$ cat src/rtl/mult_div_pkg.sv
// mult_div_pkg: shared state encoding, op codes and default width for the mult/div sequencer.
package mult_div_pkg;
    localparam int WIDTH_DEF = 32;
    localparam logic OP_MULT = 1'b0;
    localparam logic OP_DIV = 1'b1;
    typedef enum logic [2:0] {IDLE, MULT, DIV, FIX, DONE} state_t;
endpackage

$ cat src/rtl/div_restore_step.sv
// div_restore_step: one combinational restoring-division step on unsigned magnitudes.
module div_restore_step
    import mult_div_pkg::*;
#(
    parameter int WIDTH = WIDTH_DEF
) (
    input  logic [WIDTH-1:0] rem_i,
    input  logic             bit_i,
    input  logic [WIDTH-1:0] dvs_i,
    output logic [WIDTH-1:0] rem_o,
    output logic             q_o
);
    logic [WIDTH:0] trial;
    logic [WIDTH:0] diff;
    assign trial = {rem_i, bit_i};
    assign diff = trial - {1'b0, dvs_i};
    assign q_o = ~diff[WIDTH];
    assign rem_o = q_o ? diff[WIDTH-1:0] : trial[WIDTH-1:0];
endmodule

$ cat src/rtl/mult_div_ctrl.sv
// mult_div_ctrl: multi-cycle signed Booth multiply / restoring divide sequencer feeding HI/LO.
module mult_div_ctrl
    import mult_div_pkg::*;
#(
    parameter int WIDTH = WIDTH_DEF,
    parameter int CNT_W = 6
) (
    input  logic             clk,
    input  logic             reset,
    input  logic             start,
    input  logic             op,
    input  logic [WIDTH-1:0] a,
    input  logic [WIDTH-1:0] b,
    output logic             busy,
    output logic             done,
    output logic             hilo_write,
    output logic             div0,
    output logic [WIDTH-1:0] hi,
    output logic [WIDTH-1:0] lo
);
    state_t state_q, state_d;
    logic [CNT_W-1:0] cnt_q, cnt_d;
    logic [2*WIDTH:0] prod_q, prod_d;
    logic [WIDTH-1:0] mcand_q, mcand_d, rem_q, rem_d, quo_q, quo_d, dvs_q, dvs_d;
    logic [WIDTH-1:0] hi_q, hi_d, lo_q, lo_d;
    logic op_q, op_d, qneg_q, qneg_d, rneg_q, rneg_d, div0_q, div0_d;
    logic [WIDTH:0] acc_ext, mc_ext, booth_sum;
    logic [2*WIDTH:0] booth_next;
    logic [WIDTH-1:0] step_rem;
    logic step_q, last;
    // Sign-extended accumulator keeps -2^(W-1) * -2^(W-1) from overflowing before the shift.
    assign acc_ext = {prod_q[2*WIDTH], prod_q[2*WIDTH:WIDTH+1]};
    assign mc_ext = {mcand_q[WIDTH-1], mcand_q};
    assign booth_sum = (prod_q[1:0] == 2'b01) ? acc_ext + mc_ext :
                       (prod_q[1:0] == 2'b10) ? acc_ext - mc_ext : acc_ext;
    assign booth_next = {booth_sum, prod_q[WIDTH:1]};
    assign last = (cnt_q == CNT_W'(WIDTH - 1));
    div_restore_step #(.WIDTH(WIDTH)) u_step (
        .rem_i(rem_q),
        .bit_i(quo_q[WIDTH-1]),
        .dvs_i(dvs_q),
        .rem_o(step_rem),
        .q_o  (step_q)
    );
    always_comb begin
        state_d = state_q;
        cnt_d = cnt_q;
        prod_d = prod_q;
        mcand_d = mcand_q;
        rem_d = rem_q;
        quo_d = quo_q;
        dvs_d = dvs_q;
        hi_d = hi_q;
        lo_d = lo_q;
        op_d = op_q;
        qneg_d = qneg_q;
        rneg_d = rneg_q;
        div0_d = div0_q;
        case (state_q)
            IDLE: if (start) begin
                op_d = op;
                cnt_d = '0;
                div0_d = 1'b0;
                if (op == OP_MULT) begin
                    mcand_d = a;
                    prod_d = {{WIDTH{1'b0}}, b, 1'b0};
                    state_d = MULT;
                end else if (b == '0) begin
                    div0_d = 1'b1;
                    state_d = DONE;
                end else begin
                    quo_d = a[WIDTH-1] ? -a : a;
                    dvs_d = b[WIDTH-1] ? -b : b;
                    rem_d = '0;
                    qneg_d = a[WIDTH-1] ^ b[WIDTH-1];
                    rneg_d = a[WIDTH-1];
                    state_d = DIV;
                end
            end
            MULT: begin
                prod_d = booth_next;
                cnt_d = cnt_q + 1'b1;
                state_d = last ? FIX : MULT;
            end
            DIV: begin
                rem_d = step_rem;
                quo_d = {quo_q[WIDTH-2:0], step_q};
                cnt_d = cnt_q + 1'b1;
                state_d = last ? FIX : DIV;
            end
            FIX: begin
                hi_d = (op_q == OP_DIV) ? (rneg_q ? -rem_q : rem_q) : prod_q[2*WIDTH:WIDTH+1];
                lo_d = (op_q == OP_DIV) ? (qneg_q ? -quo_q : quo_q) : prod_q[WIDTH:1];
                state_d = DONE;
            end
            DONE: state_d = IDLE;
            default: state_d = IDLE;
        endcase
    end
    always_ff @(posedge clk) begin
        if (!reset) begin
            state_q <= IDLE;
            cnt_q <= '0;
            prod_q <= '0;
            mcand_q <= '0;
            rem_q <= '0;
            quo_q <= '0;
            dvs_q <= '0;
            hi_q <= '0;
            lo_q <= '0;
            op_q <= 1'b0;
            qneg_q <= 1'b0;
            rneg_q <= 1'b0;
            div0_q <= 1'b0;
        end else begin
            state_q <= state_d;
            cnt_q <= cnt_d;
            prod_q <= prod_d;
            mcand_q <= mcand_d;
            rem_q <= rem_d;
            quo_q <= quo_d;
            dvs_q <= dvs_d;
            hi_q <= hi_d;
            lo_q <= lo_d;
            op_q <= op_d;
            qneg_q <= qneg_d;
            rneg_q <= rneg_d;
            div0_q <= div0_d;
        end
    end
    assign busy = (state_q == MULT) || (state_q == DIV) || (state_q == FIX);
    assign done = (state_q == DONE);
    assign hilo_write = done && !div0_q;
    assign div0 = done && div0_q;
    assign hi = hi_q;
    assign lo = lo_q;
endmodule
$ cat config.mk
export PLATFORM = sky130hd
export DESIGN_NAME = mult_div_ctrl
export DESIGN_NICKNAME = d
export VERILOG_FILES = /design/src/rtl/mult_div_pkg.sv /design/src/rtl/div_restore_step.sv /design/src/rtl/mult_div_ctrl.sv
export SDC_FILE = /design/constraint.sdc
export NUM_CORES = 1
export LEC_CHECK = 0
export BUFFER_PORTS_ARGS = -buffer_cell sky130_fd_sc_hd__clkbuf_2
export CAP_MARGIN = 5
export CORE_ASPECT_RATIO = 1.2
export CORE_MARGIN = 8
export CORE_UTILIZATION = 60
export DETAILED_ROUTE_END_ITERATION = 6
export PLACE_DENSITY = 0.79
export SYNTH_ARGS = -nofsm -noshare
export SYNTH_HDL_FRONTEND = slang
export SYNTH_SLANG_ARGS = --single-unit
$ cat constraint.sdc
create_clock -name clk -period 5.4 [get_ports clk]
set_input_delay 0.54 -clock clk [delete_from_list [all_inputs] [get_ports clk]]
set_output_delay 0.54 -clock clk [all_outputs]
set_load 0.02 [all_outputs]
Word level (Yosys, flattened, before mapping)
Cells that the tools add are included.
- bits in registers: 270
- input port bits: 68
- output and inout port bits: 68
- add/subtract/negate cells: 8
- equality and inequality tests: 12
- mux-type cells: 30
- bitwise operators: 4
- reductions and logical operators: 18
- operators by type and width (kind ; number):
    32-bit 2-to-1 mux ; 13
    65-bit 2-to-1 mux ; 2
    65-bit case mux with 2 select lines ; 1
    32-bit negation ; 4
    32-bit case mux with 2 select lines ; 2
    33-bit 2-to-1 mux ; 2
    32-bit by 32-bit adder with 33-bit output ; 1
    32-bit by 32-bit subtractor with 33-bit output ; 1
    33-bit by 32-bit subtractor with 33-bit output ; 1
    32-bit zero test ; 1
    3-bit case mux with 4 select lines ; 1
    6-bit case mux with 2 select lines ; 1
    4-bit AND reduction ; 3
    3-bit 2-to-1 mux ; 3
    2-bit != test, second input constant ; 4
    6-bit by 1-bit adder with 6-bit output, second input constant ; 1
    3-bit by 2-bit == test with 1-bit output, second input constant ; 2
    6-bit by 5-bit == test with 1-bit output, second input constant ; 1
    6-bit 2-to-1 mux ; 1
    3-bit AND reduction ; 2
    2-bit nonzero test ; 3
    2-bit AND reduction ; 2
    3-bit by 1-bit == test with 1-bit output, second input constant ; 1
    3-bit == test, second input constant ; 1
    other kinds (12) ; 18

Logic depth before layout (Yosys ltp)
- depth in word-level cells: 6
- mapped depth: 15
- mapped depth without buffers: 14

Cells and area by module
From an unflattened synthesis, not the netlist that was laid out.
- cells, all modules: 2592
- area total of the unflattened synthesis: 19942.9 um^2
- modules (own cells, without submodules) (module ; instances ; cells each ; area an instance (um^2) ; seq. area each (um^2)):
    mult_div_ctrl ; 1 ; 2281 ; 17687.0 ; 5405.2
    div_restore_step ; 1 ; 311 ; 2255.9 ; 0.0

Least setup slack after synthesis
OpenSTA, ideal clock, no wires.
- path type: input -> register
- from: input port b[15]
- to: register quo_q[0]
- arrival time: 3187 ps
- data required time: 5284 ps
- path slack: 2097 ps
- stages on the path: 10
- path buffers: 2
- cell sequence: or3_1 -> or2_1 -> or3_1 -> or4_1 -> or4_1 -> nand2b_1 -> buf_2 -> buf_2 -> o211ai_1 -> o211a_1
- word-level cells in the longest chain between the ends: 3
- RTL lines (element ; RTL line ; RTL):
    start: declaration ; mult_div_ctrl.sv:13 ; input logic [WIDTH-1:0] b,
    32-bit zero test ; mult_div_ctrl.sv:68 ; end else if (b == '0) begin
    2-bit != test (no source line) ; -- ;
    4-bit AND reduction (no source line) ; -- ;
    end signal: assignment ; mult_div_ctrl.sv:121 ; quo_q <= quo_d;
    end: declaration ; mult_div_ctrl.sv:24 ; logic [WIDTH-1:0] mcand_q, mcand_d, rem_q, rem_d, quo_q, quo_d, dvs_q, dvs_d;
Every way passes these cells.
A chain may end at the register's enable or synchronous reset.

Worst setup path in the final report
- from: register state_q[0]
- to: register rem_q[29]
- word-level cells in the longest chain between the ends: 3
- elaborated cells on any way between the ends: 8
- classes of those cells: eq/ne: 4; mux: 1; reduce/logical: 3
- RTL lines (element ; RTL line ; RTL):
    start: declaration ; mult_div_ctrl.sv:21 ; state_t state_q, state_d;
    start signal: assignment ; mult_div_ctrl.sv:116 ; state_q <= state_d;
    3-bit by 2-bit == test with 1-bit output / 3-bit zero test (equally long branches) ; mult_div_ctrl.sv:59 ; case (state_q)
    2-bit nonzero test (no source line) / 2-bit != test (equally long branches) ; -- ;
    4-bit AND reduction (no source line) ; -- ;
    end signal: assignment ; mult_div_ctrl.sv:120 ; rem_q <= rem_d;
    end: declaration ; mult_div_ctrl.sv:24 ;
Several ways; a longest one is shown, not always the timed one.

==> qor.yml <==
hold_ws_ns: 0.246
max_slew_margin: 0.137
synth_area_mm2: 0.0192
hpwlAfterDp_um: 46600
grt_start_max_net_pins: 103
whs_path_depth: 3
cts_made_buffers: 31
cp.depth: 7
ys_ff_latch: 270
ys_warn_count: 0
drv_slew: 0
max-clock-path-buffers: 3
drc_errors: 0
fin_crit_sh: 0.755
num_io_pins: 136
cp_num_buf_inv: 0
max-cap-violations: 0
insertion_delay_ns: 0.57
placed_cell_area_mm2: 0.0199
hold_viol: 0
layout.nets: 2742
setup_viol: 0
yosysSeqAreaShare: 0.281
start_util: 0.611
final_area_mm2: 0.0209
status: "finished clean"
die_area_mm2: 0.0380
startpoint_type: "flip-flop"
ant_nets: 0
die_w_um: 179
rows: 71
cts_resized: 0
p_per_area_mw_per_mm2: 289
vias: 19200
root_buffer: "clkbuf_16"
hold_class: "input pin to flip-flop"
synth_ff_type: "dfxtp_1"
dr.pass1.iters: 6
post_cts_buffers: 0
reg2reg_depth: 7
power.leakage_uw: 0.00892
multi_input_area_mm2: 0.0127
fin_skew_ns: 0.00994
netlist_instances: 2554
regArea_mm2: 0.00541
vias_per_cell: 6.41
cts_tree: "yes"
ir_drop_mv: 0.247
clk_pin_slew_worst_paths_ns: 0.06
drtIter0Drc: 1795
die_y_um: 212
grt_setup_unrepaired: "no"
worst_path_max_delay_cell: "nor2_4"
critPathTopFamily: "simple AND/OR/NAND/NOR gates"
fin_crit_ns: 4.08
globalplace.congestion: 0.973
synth_edf_count: 0
place_inst: 2936
yosys.cell_types.count: 76
cp_cell_sequence: "nor3_1 -> nand3_1 -> nor2_4 -> nor2_2 -> a22oi_1 -> o21ai_0 -> or3_1"
async_flop_share: 0
worstMarginPinSlew_ns: 1.29
end_kind: "flip-flop"
wl_per_cell_um: 20.9
cp.required_ns: 5.86
grt_pass1_vias: 18100
grt_use_total: 0.319
gr-total-overflow: 0
syn_avg_cell_area_um2: 7.52
core_area_mm2: 0.0314
drive_above_1_share: 0.0910
antenna_found_initial: 0
cp.arrival_ns: 4.53
syn-num-nets: 2728
h-tree-depth: 1
ctsHoldBuffers: 0
crit_fanout: 61
insertedDiodeCount: 0
critical_path_class: "flip-flop to flip-flop"
areaGrowthSynthToFinish_pct: 8.95
postRouteWirelength_um: 62500
grt_pass1_wl_um: 97200
fill_cells: 2800
port_buffers: 135
final_cells: 2993
max_stage_delay_ns: 1.02
max_freq_mhz: 245
cts.sinks: 270
fin_setup_tns_ns: 0
## sequential cells by signal (all words and copies together), names as in the netlist
register	count
cnt_q	6
div0_q	1
dvs_q	32
hi	32
lo	32
mcand_q	32
op_q	1
prod_q	65
qneg_q	1
quo_q	32
rem_q	32
rneg_q	1
state_q	3
## placed cells by master, fill, tap and decap left out, types with 41 or more instances in the layout
cell type / synthesis / layout
xor2_1: 117 / 117
nand3_1: 71 / 70
ha_1: 103 / 103
a211oi_1: 64 / 64
dfxtp_1: 270 / 269
o21ai_1: 41 / 41
inv_1: 122 / 122
nor2_1: 157 / 155
clkbuf_2: 0 / 134
o21ai_0: 133 / 133
nand2_1: 373 / 373
o211ai_1: 44 / 44
o211a_1: 65 / 65
a21boi_0: 52 / 51
a21oi_1: 184 / 184
o31ai_1: 50 / 50
nor2b_1: 84 / 84
xnor2_1: 49 / 48
## final timing paths
| kind | startpoint | end | slack [ns] |
|---|---|---|---|
| setup / recovery | state_q[0] | rem_q[29] | 1.32 |
| hold reg to reg | dvs_q[24] | dvs_q[24] | 0.45 |
| hold / removal | a[21] | mcand_q[21] | 0.25 |
| setup reg to reg | state_q[0] | rem_q[29] | 1.32 |
## layout make-up
cell class,instances,area share
Clock buffer,43,0.0416
Clock inverter,14,0.00634
Inverter,123,0.0221
Multi-Input combinational cell,1989,0.608
Sequential cell,270,0.258
Tap cell,401,0.0240
Timing Repair Buffer,153,0.0390
## worst register-to-register path: cells and delay by family, from the launching register on
family,cells,cell delay (ns)
compound gates,2,0.40
flops,1,0.45
simple gates,5,3.12
## report_power, final
group          internal (uW)  switching [uW]
clock                   1220             865
combinational            645            1060
sequential              2100             165
## stage by stage
step,util,setup slack [ns],power [uW]
after floorplan,-,2.10,3480
after global placement,0.633,1.10,3930
after detailed placement,0.633,0.900,3960
after CTS,0.665,1.44,6040
after global routing,0.665,1.06,6320
final,0.665,1.32,6060
## logic make-up (layout without fill, tap and decap cells)
| logic type | count (synthesis) | after routing | share of synthesized area |
|---|---|---|---|
| buffers and inverters | 295 | 333 | 0.0580 |
| XOR/XNOR | 166 | 166 | 0.0757 |
| flip-flops | 270 | 270 | 0.281 |
| multiplexers | 24 | 24 | 0.0126 |
| adder cells (fa/ha/maj) | 106 | 106 | 0.0702 |
| AND/OR/NAND/NOR | 858 | 858 | 0.208 |
| AO/OA/AOI/OAI | 835 | 835 | 0.294 |
## synth_stat cells (31+ instances only)
master	n	area share
a211oi_1	64	0.025
a21boi_0	52	0.020
a21oi_1	184	0.048
clkbuf_1	156	0.030
dfxtp_1	270	0.28
ha_1	103	0.067
inv_1	122	0.024
nand2_1	373	0.073
nand3_1	71	0.019
nor2_1	157	0.031
nor2b_1	84	0.027
nor3_1	31	0.0081
o211a_1	65	0.034
o211ai_1	44	0.017
o21ai_0	133	0.035
o21ai_1	41	0.011
o31ai_1	50	0.020
xnor2_1	49	0.022
xor2_1	117	0.053
## routing by layer
layer,global-route usage,vias to the layer above,wire [um],share of wire
li1,-,9135,-,-
met2,0.522,739,29300,0.47
met1,0.403,9135,25800,0.41
met3,0.0428,178,4140,0.066
met4,0.169,0,3330,0.053
met5,0,-,0,0
Note: power is estimated with default switching activity, not from simulation.
